[src/rtl/serial_latch_pkg.sv]
// serial_latch_loader shared types, word size and counter sizing.
// Word size grows to 5 when SERIAL_LATCH_PARITY_EN is defined.
package serial_latch_pkg;

  typedef enum logic [2:0] {
    IDLE,
    SETUP,
    STROBE_LO,
    GAP,
    STROBE_HI,
    HOLD
  } state_t;

`ifdef SERIAL_LATCH_PARITY_EN
  localparam int WORD_BITS = 5;
`else
  localparam int WORD_BITS = 4;
`endif

  localparam int BIT_CNT_W = $clog2(WORD_BITS);

  function automatic int STROBE_CNT_W(input int w);
    return $clog2(w + 1);
  endfunction

endpackage

[src/rtl/serial_latch_loader_strobe_timer.sv]
// strobe_timer: loadable down-counter that stops at zero.
// Shared by both enable-pulse states of the loader.
module strobe_timer
  import serial_latch_pkg::*;
#(
  parameter int CNT_W = 1
) (
  input  logic             clk,
  input  logic             rst,
  input  logic             i_load,
  input  logic [CNT_W-1:0] i_load_val,
  input  logic             i_dec,
  output logic             o_expired
);

  logic [CNT_W-1:0] r_cnt;

  // load on state entry, then count down and park at zero
  always_ff @(posedge clk) begin
    if (rst) begin
      r_cnt <= '0;
    end else if (i_load) begin
      r_cnt <= i_load_val;
    end else if (i_dec && (r_cnt != '0)) begin
      r_cnt <= r_cnt - 1'b1;
    end
  end

  assign o_expired = (r_cnt == '0);

endmodule

[src/rtl/serial_latch_loader.sv]
// serial_latch_loader: serial-to-4-bit feeder for a dual-enable latch.
// Define SERIAL_LATCH_PARITY_EN for 5-bit words with even parity and err.
module serial_latch_loader
  import serial_latch_pkg::*;
#(
  parameter int STROBE_CYCLES = 1
) (
  input  logic clk,
  input  logic rst,
  input  logic sdi,
  input  logic sdi_valid,
  output logic sdi_ready,
  output logic d1,
  output logic d2,
  output logic d3,
  output logic d4,
  output logic c1,
  output logic c2,
  output logic done
`ifdef SERIAL_LATCH_PARITY_EN
  ,
  output logic err
`endif
);

  localparam int CNT_W = STROBE_CNT_W(STROBE_CYCLES);

  if (STROBE_CYCLES < 1 || STROBE_CYCLES > 15) begin : g_bad_w
    $error("STROBE_CYCLES must be in 1..15");
  end

  state_t r_state;
  state_t w_next;

  logic [BIT_CNT_W-1:0] r_bit_cnt;
  logic [WORD_BITS-2:0] r_shift;
  logic [3:0]           r_d;
  logic                 r_ready;
  logic                 r_c1;
  logic                 r_c2;
  logic                 r_done;

  logic       w_accept;
  logic       w_last;
  logic       w_par_ok;
  logic [3:0] w_word;
  logic       w_expired;
  logic       w_tmr_load;
  logic       w_tmr_dec;

  assign w_accept = sdi_valid && (r_state == IDLE);
  assign w_last   = w_accept &&
                    (r_bit_cnt == BIT_CNT_W'(WORD_BITS - 1));

`ifdef SERIAL_LATCH_PARITY_EN
  logic r_err;

  assign w_word   = r_shift;
  assign w_par_ok = ((^r_shift) == sdi);

  // one-cycle flag when the parity bit disagrees with the data
  always_ff @(posedge clk) begin
    if (rst) begin
      r_err <= 1'b0;
    end else begin
      r_err <= w_last && !w_par_ok;
    end
  end

  assign err = r_err;
`else
  assign w_word   = {sdi, r_shift};
  assign w_par_ok = 1'b1;
`endif

  // collect bits; the last one bypasses the shift register
  always_ff @(posedge clk) begin
    if (rst) begin
      r_bit_cnt <= '0;
      r_shift   <= '0;
    end else if (w_accept) begin
      if (w_last) begin
        r_bit_cnt <= '0;
      end else begin
        r_bit_cnt          <= r_bit_cnt + 1'b1;
        r_shift[r_bit_cnt] <= sdi;
      end
    end
  end

  // latch data only changes when a whole good word arrives
  always_ff @(posedge clk) begin
    if (rst) begin
      r_d <= '0;
    end else if (w_last && w_par_ok) begin
      r_d <= w_word;
    end
  end

  assign w_tmr_load = (r_state == SETUP) || (r_state == GAP);
  assign w_tmr_dec  = (r_state == STROBE_LO) ||
                      (r_state == STROBE_HI);

  strobe_timer #(
    .CNT_W(CNT_W)
  ) u_timer (
    .clk       (clk),
    .rst       (rst),
    .i_load    (w_tmr_load),
    .i_load_val(CNT_W'(STROBE_CYCLES - 1)),
    .i_dec     (w_tmr_dec),
    .o_expired (w_expired)
  );

  // load sequence: setup, c1 pulse, gap, c2 pulse, hold
  always_comb begin
    w_next = r_state;
    unique case (r_state)
      IDLE:      if (w_last && w_par_ok) w_next = SETUP;
      SETUP:     w_next = STROBE_LO;
      STROBE_LO: if (w_expired) w_next = GAP;
      GAP:       w_next = STROBE_HI;
      STROBE_HI: if (w_expired) w_next = HOLD;
      HOLD:      w_next = IDLE;
      default:   w_next = IDLE;
    endcase
  end

  // state plus outputs registered from the next state
  always_ff @(posedge clk) begin
    if (rst) begin
      r_state <= IDLE;
      r_ready <= 1'b1;
      r_c1    <= 1'b0;
      r_c2    <= 1'b0;
      r_done  <= 1'b0;
    end else begin
      r_state <= w_next;
      r_ready <= (w_next == IDLE);
      r_c1    <= (w_next == STROBE_LO);
      r_c2    <= (w_next == STROBE_HI);
      r_done  <= (w_next == HOLD);
    end
  end

  assign sdi_ready = r_ready;
  assign d1        = r_d[0];
  assign d2        = r_d[1];
  assign d3        = r_d[2];
  assign d4        = r_d[3];
  assign c1        = r_c1;
  assign c2        = r_c2;
  assign done      = r_done;

endmodule

[config.mk]
export PLATFORM = sky130hd
export DESIGN_NAME = serial_latch_loader
export DESIGN_NICKNAME = d
export VERILOG_FILES = /design/src/rtl/serial_latch_pkg.sv /design/src/rtl/serial_latch_loader_strobe_timer.sv /design/src/rtl/serial_latch_loader.sv
export SDC_FILE = /design/constraint.sdc
export NUM_CORES = 1
export LEC_CHECK = 0
export CAP_MARGIN = 25
export CORE_MARGIN = 5
export CORE_UTILIZATION = 50
export DETAILED_ROUTE_END_ITERATION = 10
export PLACE_DENSITY_LB_ADDON = 0.3
export SLEW_MARGIN = 20
export SYNTH_ARGS = -nofsm -noshare
export SYNTH_HDL_FRONTEND = slang
export SYNTH_HIERARCHICAL = 1
export SYNTH_SLANG_ARGS = --single-unit
[constraint.sdc]
create_clock -name clk -period 1.5 [get_ports clk]
set_clock_uncertainty 0.05 [all_clocks]
set_input_delay 0.15 -clock clk [delete_from_list [all_inputs] [get_ports clk]]
set_output_delay 0.15 -clock clk [all_outputs]
set_load 0.05 [all_outputs]
==> impl_summary.log <==
[metrics] top post-synthesis cells by area: dfxtp_1, mux2i_1, ha_1, nand2b_1, nor4b_4
[metrics] initial antenna violation count: 0
[metrics] category of the worst setup path capture point: flip-flop
[metrics] nets: 103
[metrics] final critical-path share of the clock period: 89.2%
[metrics] number of buffers added to fix hold violations after cts: 0
[metrics] growth of design area from synthesis to finish: 14.2%
[metrics] number of enable flip-flop cells after synthesis: 0
[metrics] Clock Root Buffer: clkbuf_4
[metrics] status: complete, no violations
[metrics] area used by multi-input combinational logic: 437 um2
[metrics] number of I/O pins: 12
[metrics] cell with the largest stage delay on the worst path: dfxtp_1
[metrics] # DRC: 0
[metrics] PostCTS Resize Cnt: 0
[metrics] top flip-flop cell by instance count after synthesis: dfxtp_1
[metrics] family of cells with the greatest summed delay on the critical path: flip-flops
[metrics] clock sink count: 17
[metrics] via count of the first global-routing pass: 536
[metrics] average cell area after synthesis: 10.2 um2
[metrics] CP Data Required Time: 1650 ps
[metrics] maximum vdd drop: 0.490 mV
[metrics] Max Clock Freq: 747 MHz
[metrics] full die area: 2570 um2
[metrics] DRT iter0 DRCs: 9
[metrics] combined global-route utilization of all metal layers: 11.2%
[metrics] gate count after technology mapping: 81
[metrics] power density over cell area: 865 nW/um2
[metrics] Max Buffers Root-to-Sink: 2
[metrics] fin worst setup slack: 162 ps
[metrics] fraction of the core area covered by cells at the end of the flow: 61.4%
[metrics] Clk pin slew, worst setup/hold paths: 90 ps
[metrics] dominant cell by count in the synthesized netlist: dfxtp_1
[metrics] # Post-CTS Setup Buffers: 0
[metrics] total count of hold-check failures in the final report: 0
[metrics] category of the critical setup timing path: reg2reg
[metrics] average vias per placed instance: 5.18
[metrics] Routability Congestion: 0.789
[metrics] number of endpoints failing setup at the final stage: 0
[metrics] Max Transition Viols Final: 0
[metrics] Worst Setup Start Kind: flip-flop
[metrics] RSZ-0062 raised after global routing: no
[metrics] Die X-Extent: 50.7 um
[metrics] FF+latch area: 340 um2
[metrics] pre-CTS setup slack: 8.95 ps
[metrics] stage delay of the slowest cell on the critical path: 630 ps
[metrics] flip-flop and latch count after synthesis: 17
[metrics] portion of the post-synthesis area used by sequential elements: 41.0%
[metrics] H-tree levels: 1
[metrics] cell area after technology mapping: 830 um2
[metrics] clock period minus final worst setup slack: 1340 ps
[metrics] number of warnings issued by yosys: 6
[metrics] hpwl dp: 1.02 mm
[metrics] critical path peak fanout: 10
[metrics] accumulated negative setup slack: 0 ps
[metrics] die height: 50.7 um
[metrics] number of search-and-repair iterations in the first detailed-routing pass: 4
[metrics] leakage power: 0.411 nW
[metrics] count of maximum capacitance violations: 0
[metrics] routed wirelength normalized by instance count: 11.9 um
[metrics] wire length of the first global-routing pass: 2.20 mm
[metrics] largest net degree at the start of global routing: 12
[metrics] grt ovf: 0
[metrics] vias post-DR: 570
[metrics] number of buffers added by the clock tree synthesis step: 3
[metrics] clock insertion delay at the later pin of the skew report: 290 ps
[metrics] type of the most critical hold path: reg2reg
[metrics] num rows: 14
[metrics] share of flip-flops with an asynchronous set or reset after synthesis: 0%
[metrics] arrival time at the worst endpoint: 1490 ps
[metrics] area share of the leading cell type in the synthesized netlist: 41.0%
[metrics] nets in the synthesized netlist: 89
[metrics] Bufs and invs on worst path: 0
[metrics] Detailed Route WL: 1.31 mm
[metrics] Antenna Diode Count: 0
[metrics] number of port buffers: 11
[metrics] distinct cell type count of the synthesized netlist: 28
[metrics] share of post-route cells with drive strength above 1: 19.1%
[metrics] initial core utilization: 53.8%
[metrics] clock tree from TritonCTS: yes
[metrics] final antenna-violating net count: 0
[metrics] cells along the critical path: and2b_1 > o41ai_2
[metrics] most common library cells after synthesis: dfxtp_1, mux2i_1, nand2b_1
[metrics] Hold WS: 431 ps
[metrics] dominant cell type by area after synthesis: dfxtp_1
[metrics] Layout fillers: 143
[metrics] Core Region: 1540 um2
==> worst register-to-register path, delay by kind of cell, from the launching register on <==
| kind | cells | cell delay, ps |
|---|---|---|
| compound gates | 1 | 300 |
| flops | 1 | 630 |
| simple gates | 1 | 280 |
==> final timing paths <==
check                                      startpoint                    endpoint  slack [ps]  cells after the start
worst max-delay path            r_state[2]$_SDFF_PP0_  u_timer/r_cnt$_SDFFE_PP0P_         160                      2
worst min-delay path              r_d[2]$_SDFFE_PP0P_         r_d[2]$_SDFFE_PP0P_         430                      2
worst max register to register  r_state[2]$_SDFF_PP0_  u_timer/r_cnt$_SDFFE_PP0P_         160                      2
worst min register to register    r_d[2]$_SDFFE_PP0P_         r_d[2]$_SDFFE_PP0P_         430                      2
==> power by group <==
group | switching, mW | total [mW] | internal [mW]
Clock | 0.136 | 0.239 | 0.103
Sequential | 0.0134 | 0.479 | 0.466
Combinational | 0.0499 | 0.101 | 0.0509
==> flip-flops by register name (all words and copies together) (netlist names) <==
register,count
r_shift,3
done,1
sdi_ready,1
r_d,4
c1,1
r_bit_cnt,2
r_state,3
u_timer/r_cnt,1
c2,1
==> layer usage <==
metal	share of wire, %	vias up	GRT usage (%)
met4	2.8	0	7.66
met1	47	253	14.1
met2	45	11	16.3
met5	0	-	0
met3	5.0	5	2.96
li1	-	301	-
==> layout make-up <==
class                           instances  share of cell area [%]
Sequential cell                        17                    35.9
Clock buffer                            4                    2.77
Multi-Input combinational cell         55                    46.1
Tap cell                               16                    2.11
Timing Repair Buffer                   13                    11.1
Inverter                                5                    1.98
==> metrics by stage <==
step | instance area (um2) | std cells | total power [mW]
after floorplan | 830 | 81 | 0.564
after global placement | 921 | 106 | 0.589
after detailed placement | 921 | 106 | 0.592
after CTS | 947 | 110 | 0.832
after global routing | 947 | 110 | 0.863
final | 947 | 110 | 0.819
==> cells in the final DEF, fill, tap and decap left out, types with 2 or more instances in the layout <==
cell	n
clkdlybuf4s50_1	3
nand3_1	4
nor2_1	6
buf_4	10
mux2i_1	9
dfxtp_1	17
xnor2_1	2
clkbuf_4	3
nor3_1	3
nor3b_1	2
a21oi_1	2
nand2b_1	8
inv_1	5
nand2_1	2
ha_1	4
==> logic make-up after synthesis <==
logic type,Yosys count,synth area share [%]
simple gates,32,26.5
flops,17,41.0
mux,9,10.9
buf+inv,9,6.33
compound gates,6,5.58
fa+ha+maj,4,6.03
xor+xnor,3,3.17
other cells,1,0.452
Power figures use the tool's default switching activity.
